$ cat src/rtl/vsync_module_2018fall_template.sv
// ---------------------------------------------------------------------------
// vsync_module_2018fall_template
// Vertical-sync generator for the VGA Pong display path. Counts line-end
// rising edges from the hsync block and walks a run-time programmable frame:
// sync pulse, back porch, active video, front porch.
//
// Ports:
//   clock        system clock, all state on rising edge
//   reset        asynchronous active-low reset
//   LineEnd      line-end strobe/level from hsync block
//   SynchPulse   vsync pulse length in lines (S)
//   FrontPorch   front-porch length in lines (F)
//   ActiveVideo  active-video length in lines (A)
//   BackPorch    back-porch length in lines (B)
//   vsync        vertical sync, low while the line counter is inside the pulse
//   yposition    row index inside active video, 0 elsewhere
//   FrameEnd     (only with FRAME_END_EN) one-clock pulse on the T-1 -> 0 wrap
//
// Optional feature macro: FRAME_END_EN
// ---------------------------------------------------------------------------
`timescale 1ns/1ps

module vsync_module_2018fall_template #(
    parameter int unsigned CNT_W = 12
) (
    input  logic       clock,
    input  logic       reset,
    input  logic       LineEnd,
    input  logic [9:0] SynchPulse,
    input  logic [9:0] FrontPorch,
    input  logic [9:0] ActiveVideo,
    input  logic [9:0] BackPorch,
    output logic       vsync,
`ifdef FRAME_END_EN
    output logic       FrameEnd,
`endif
    output logic [9:0] yposition
);

    logic             le_d_q;
    logic             le_d_d;
    logic [CNT_W-1:0] line_q;
    logic [CNT_W-1:0] line_d;

    logic [CNT_W-1:0] s_len;
    logic [CNT_W-1:0] sb_len;
    logic [CNT_W-1:0] sba_len;
    logic [CNT_W-1:0] total;
    logic             tick;
    logic             wrap;
    logic             in_active;

`ifdef FRAME_END_EN
    logic             frame_end_q;
    logic             frame_end_d;
`endif

    // Region boundaries as running sums; CNT_W holds four 10-bit lengths.
    always_comb begin
        s_len   = CNT_W'(SynchPulse);
        sb_len  = s_len + CNT_W'(BackPorch);
        sba_len = sb_len + CNT_W'(ActiveVideo);
        total   = sba_len + CNT_W'(FrontPorch);
    end

    // Line counter next state. A zero-length frame always wraps, pinning L at 0;
    // >= (not ==) lets the counter recover when the lengths shrink mid-frame.
    always_comb begin
        le_d_d = LineEnd;
        tick   = LineEnd & ~le_d_q;
        wrap   = (total == '0) || (line_q >= total - CNT_W'(1));
        line_d = line_q;
        if (tick) begin
            line_d = wrap ? '0 : line_q + CNT_W'(1);
        end
    end

`ifdef FRAME_END_EN
    always_comb begin
        frame_end_d = tick & wrap & (total != '0);
    end
`endif

    // Output decode straight from the registered counter.
    always_comb begin
        vsync     = (line_q < s_len) ? 1'b0 : 1'b1;
        in_active = (line_q >= sb_len) && (line_q < sba_len);
        yposition = in_active ? 10'(line_q - sb_len) : 10'd0;
    end

    // le_d resets high so a LineEnd already asserted at reset release is ignored.
    always_ff @(posedge clock or negedge reset) begin
        if (!reset) begin
            le_d_q <= 1'b1;
            line_q <= '0;
        end else begin
            le_d_q <= le_d_d;
            line_q <= line_d;
        end
    end

`ifdef FRAME_END_EN
    always_ff @(posedge clock or negedge reset) begin
        if (!reset) begin
            frame_end_q <= 1'b0;
        end else begin
            frame_end_q <= frame_end_d;
        end
    end

    assign FrameEnd = frame_end_q;
`endif

endmodule

$ cat config.mk
export PLATFORM = sky130hd
export DESIGN_NAME = vsync_module_2018fall_template
export DESIGN_NICKNAME = d
export VERILOG_FILES = /design/src/rtl/vsync_module_2018fall_template.sv
export SDC_FILE = /design/constraint.sdc
export NUM_CORES = 1
export LEC_CHECK = 0
export ABC_AREA = 1
export BUFFER_PORTS_ARGS = -buffer_cell sky130_fd_sc_hd__clkbuf_2
export CORE_UTILIZATION = 40
export CTS_CLUSTER_SIZE = 8
export DETAILED_ROUTE_END_ITERATION = 6
export HOLD_SLACK_MARGIN = 0.05
export PLACE_DENSITY_LB_ADDON = 0.15
export SYNTH_ARGS = -nofsm -noshare
export SYNTH_HDL_FRONTEND = slang
export SYNTH_SLANG_ARGS = --single-unit
$ cat constraint.sdc
create_clock -name clock -period 7.2 [get_ports clock]
set_input_delay 1.44 -clock clock [delete_from_list [all_inputs] [get_ports clock]]
set_output_delay 1.44 -clock clock [all_outputs]
set_load 0.005 [all_outputs]
==> reports/results.tsv <==
stage	metric	value	unit
floorplanning	num_io_pins	54	
power_and_ir_drop	ir_drop	0.000135	V
floorplanning	coreArea	9280	sq um
synthesis	synth_cell_type_count	45	
synthesis	syn_avg_cell_area	6.71	sq um
critical_path	worst_r2r_endpoint	line_q[10]	
place	pre_cts_slack	77.8	ps
power_and_ir_drop	switching_share	58.8	%
timing	fin_crit_sh	95.2	%
timing	layout_min_cycle_time	6850	ps
power_and_ir_drop	p_int	562	uW
critical_path	worstPathCellList	clkbuf_2 > ha_1 > inv_1 > fa_1 > o21bai_1 > xor2_1 > inv_1 > ha_1 > a21oi_1 > nand2_1 > a21oi_1 > o21bai_1 > xor2_1 > inv_1 > ha_1 > a21oi_1 > o21ai_0 > a221oi_2 > nand2_2 > nor3_1 > clkbuf_2	
synthesis	muxShareOfSynthArea	0	%
timing	clock_skew	0.817	ps
timing	worst_slew_pin_slew	648	ps
clock_tree	clock_sinks	13	
clock_tree	ctsRootBufferMaster	clkbuf_8	
synthesis	synth_area_leaders	ha_1, nand2_1, inv_1, dfrtp_1, a21oi_1	
floorplanning	die-area	10000	sq um
place	hpwlAfterDp	8480	um
floorplanning	start_util	41.5	%
clock_tree	cts_buffers	3	
critical_path	critPathMaxFanout	9	
critical_path	worstPathArrival	5410	ps
place	gp_congestion	0.931	
clock_tree	clk_pin_slew_worst_paths	50	ps
synthesis	yosysTopAreaCellShare	25.0	%
grt	grt_max_degree	16	
grt	grt_pass1_wl	16800	um
clock_tree	ctsHtreeMaxLevel	1	
timing	fmax	146	MHz
power_and_ir_drop	pwr-share-seq	11.0	%
grt	grt_antenna_before_repair	0	
clock_tree	clockBufferDepth	2	
synthesis	synth_fa_ha_area_share	27.1	%
critical_path	r2r_setup_slack	5040	ps
finish	fillers	999	
synthesis	yosysWarnings	0	
synthesis	synth_area	3860	sq um
synthesis	synth_top_cell_by_area	ha_1	
power_and_ir_drop	switching_power	802	uW
timing	finalHoldViolCount	0	
power_and_ir_drop	power	1.36	mW
routing	postRouteWirelength	10100	um
synthesis	syn-num-nets	699	
timing	fin_ws	346	ps
routing	ant_nets	0	
clock_tree	clk-insertion-delay-late	240	ps
outcome	status	complete, no violations	
routing	vias	3759	
finish	final_nets	755	
synthesis	synth_top_family_by_area	simple AND/OR/NAND/NOR gates	
power_and_ir_drop	leakagePower	2.40	nW
finish	antenna_cells	0	
critical_path	r2r_start	le_d_q	
critical_path	cpPeakStageDelay	440	ps
critical_path	cp-end-kind	output pin	
critical_path	critPathKind	primary input to output pin	
critical_path	critPathLaunchType	primary input	
grt	grt_pass1_vias	3668	
synthesis	synth_compound_area_share	15.5	%
routing	drt-initial-drc-count	160	
hold_path	min_path_type	flop to flop	
timing	max-slew-margin-rel	56.8	%
routing	vias_per_cell	4.95	
floorplanning	row_count	35	
synthesis	synthXorXnorAreaFrac	8.18	%
power_and_ir_drop	clkPwrFrac	4.7	%
synthesis	async_flop_share	100	%
synthesis	synth_edf_count	0	
synthesis	yosys.area_share.simple	30.3	%
clock_tree	cts_tree	built	
timing	hold_slack	574	ps
finish	area_growth	11.8	%
timing	slew_viol_final	0	
grt	grt_usage	21.0	%
synthesis	ys.flop_type	dfrtp_1	
hold_path	min_path_cells	2	
critical_path	worst_path_max_delay_cell	fa_1	
finish	drive_gt1_share	17.9	%
routing	firstDrtPassIters	4	
critical_path	ff2ff_path_depth	9	
hold_path	worst_hold_path.endpoint	line_q[0]	
floorplanning	dieHeight	100	um
run	maxCapViolCount	0	
routing	wl_per_cell	13.3	um
critical_path	required	5760	ps
floorplanning	die_x	100	um
synthesis	syn_inst	575	
grt	grt_overflow_total	0	
power_and_ir_drop	cellPowerDensity	316	nW/um^2
synthesis	ys_seq_elements	13	
place	place.port_buffers	53	
timing	finalSetupViolations	0	
power_and_ir_drop	comb_power_share	84.3	%
synthesis	ys_seq_area_share	8.47	%
routing	drc	0	
hold_path	min_from	line_q[0]	
[flip-flops by register name, summed over array words and instances (netlist names)]
name and flops:
line_q 12, le_d_q 1
[metal layers]
metal | up-vias | GRT usage [%] | part of all wire [%]
met5 | - | 0 | 0
met4 | 0 | 4.01 | 1.7
met3 | 8 | 1.74 | 2.2
met2 | 56 | 36.6 | 47
met1 | 1680 | 28.3 | 49
li1 | 2015 | - | -
[cell type report]
class	count	area, sq um	share of cell area, %
Clock buffer	3	41.3	0.957
Clock inverter	1	5.00	0.116
Inverter	98	368	8.53
Multi-Input combinational cell	461	3140	72.8
Sequential cell	13	327	7.57
Tap cell	129	161	3.74
Timing Repair Buffer	54	273	6.32
[cells in the final DEF, fill, tap and decap left out, types with 2 or more instances in the layout]
| master | synthesis | routed |
|---|---|---|
| nand2_2 | 13 | 14 |
| nand3_1 | 27 | 27 |
| o21bai_1 | 5 | 5 |
| a31oi_1 | 2 | 2 |
| inv_2 | 2 | 2 |
| nand2_1 | 127 | 126 |
| nor2_2 | 9 | 10 |
| xnor2_1 | 14 | 14 |
| nor2_4 | 2 | 2 |
| nand2_4 | 3 | 3 |
| inv_1 | 96 | 96 |
| nand4_1 | 12 | 12 |
| a211oi_1 | 2 | 2 |
| a21o_1 | 2 | 2 |
| ha_1 | 77 | 77 |
| o21ai_0 | 18 | 18 |
| clkbuf_8 | 0 | 3 |
| clkbuf_2 | 0 | 53 |
| a21oi_2 | 12 | 12 |
| fa_1 | 4 | 4 |
| xor2_1 | 22 | 22 |
| nand3b_1 | 2 | 2 |
| o2111ai_1 | 2 | 2 |
| a21boi_0 | 3 | 3 |
| o211ai_1 | 3 | 3 |
| a21oi_1 | 41 | 41 |
| nor3_1 | 5 | 5 |
| dfrtp_1 | 12 | 12 |
| nand3_2 | 5 | 5 |
| nor2_1 | 36 | 35 |
[how the worst max path moves through the flow]
| stage | startpoint | endpoint | slack [ps] | cells after the start |
|---|---|---|---|---|
| 3_5_place_dp | SynchPulse[0] | yposition[5] | 80 | 21 |
| 5_1_grt | SynchPulse[0] | line_q[0] | -7 | 34 |
| 2_1_floorplan | SynchPulse[0] | yposition[2] | 1010 | 22 |
| 4_1_cts | SynchPulse[0] | yposition[5] | 70 | 21 |
| 6_report | SynchPulse[0] | yposition[5] | 350 | 21 |
| 3_3_place_gp | SynchPulse[0] | yposition[5] | 180 | 21 |
[synth_stat cells (3+ instances only)]
| master | n |
|---|---|
| nor3_1 | 5 |
| xor2_1 | 22 |
| nand2_4 | 3 |
| o21ai_0 | 18 |
| dfrtp_1 | 12 |
| nor2_2 | 9 |
| nand2_1 | 127 |
| o21bai_1 | 5 |
| nand4_1 | 12 |
| o211ai_1 | 3 |
| nand3_2 | 5 |
| ha_1 | 77 |
| xnor2_1 | 14 |
| nand3_1 | 27 |
| inv_1 | 96 |
| nor2_1 | 36 |
| fa_1 | 4 |
| a21boi_0 | 3 |
| nand2_2 | 13 |
| a21oi_1 | 41 |
| a21oi_2 | 12 |
[worst max-delay path, delay by kind of cell]
kind | cells | cell delay (ps)
XOR/XNOR | 2 | 510
AO/OA/AOI/OAI | 7 | 1290
adder cells (fa/ha/maj) | 4 | 1230
AND/OR/NAND/NOR | 3 | 490
buffers and inverters | 5 | 450
[what timing repair did]
item                                    CTS  global route
endpoints found under the setup margin    0            10
hold buffers                              0             0
gates resized for setup                   0             3
buffers inserted                          0             1
[cell families after synthesis]
logic type | after synthesis
fa+ha+maj | 81
simple gates | 247
buf+inv | 101
flops | 13
xor+xnor | 36
compound gates | 97
[power by group through the flow]
stage,Sequential (mW),Combinational (mW),Clock [mW]
4_1_cts,0.151,1.14,0.0670
5_1_grt,0.153,1.32,0.0706
3_5_place_dp,0.152,1.14,0
3_3_place_gp,0.151,1.11,0
2_1_floorplan,0.120,0.905,0
6_report,0.150,1.15,0.0644
[through the flow]
step                      cells  area (sq um)  setup TNS (ps)  util, %
final                       759          4310               0     46.5
after global routing        759          4310           -6.80     46.5
after CTS                   758          4290               0     46.3
after detailed placement    754          4250               0     45.8
after global placement      754          4250               0     45.8
after floorplan             575          3860               0        -
Note: power is estimated with default switching activity, not from simulation.
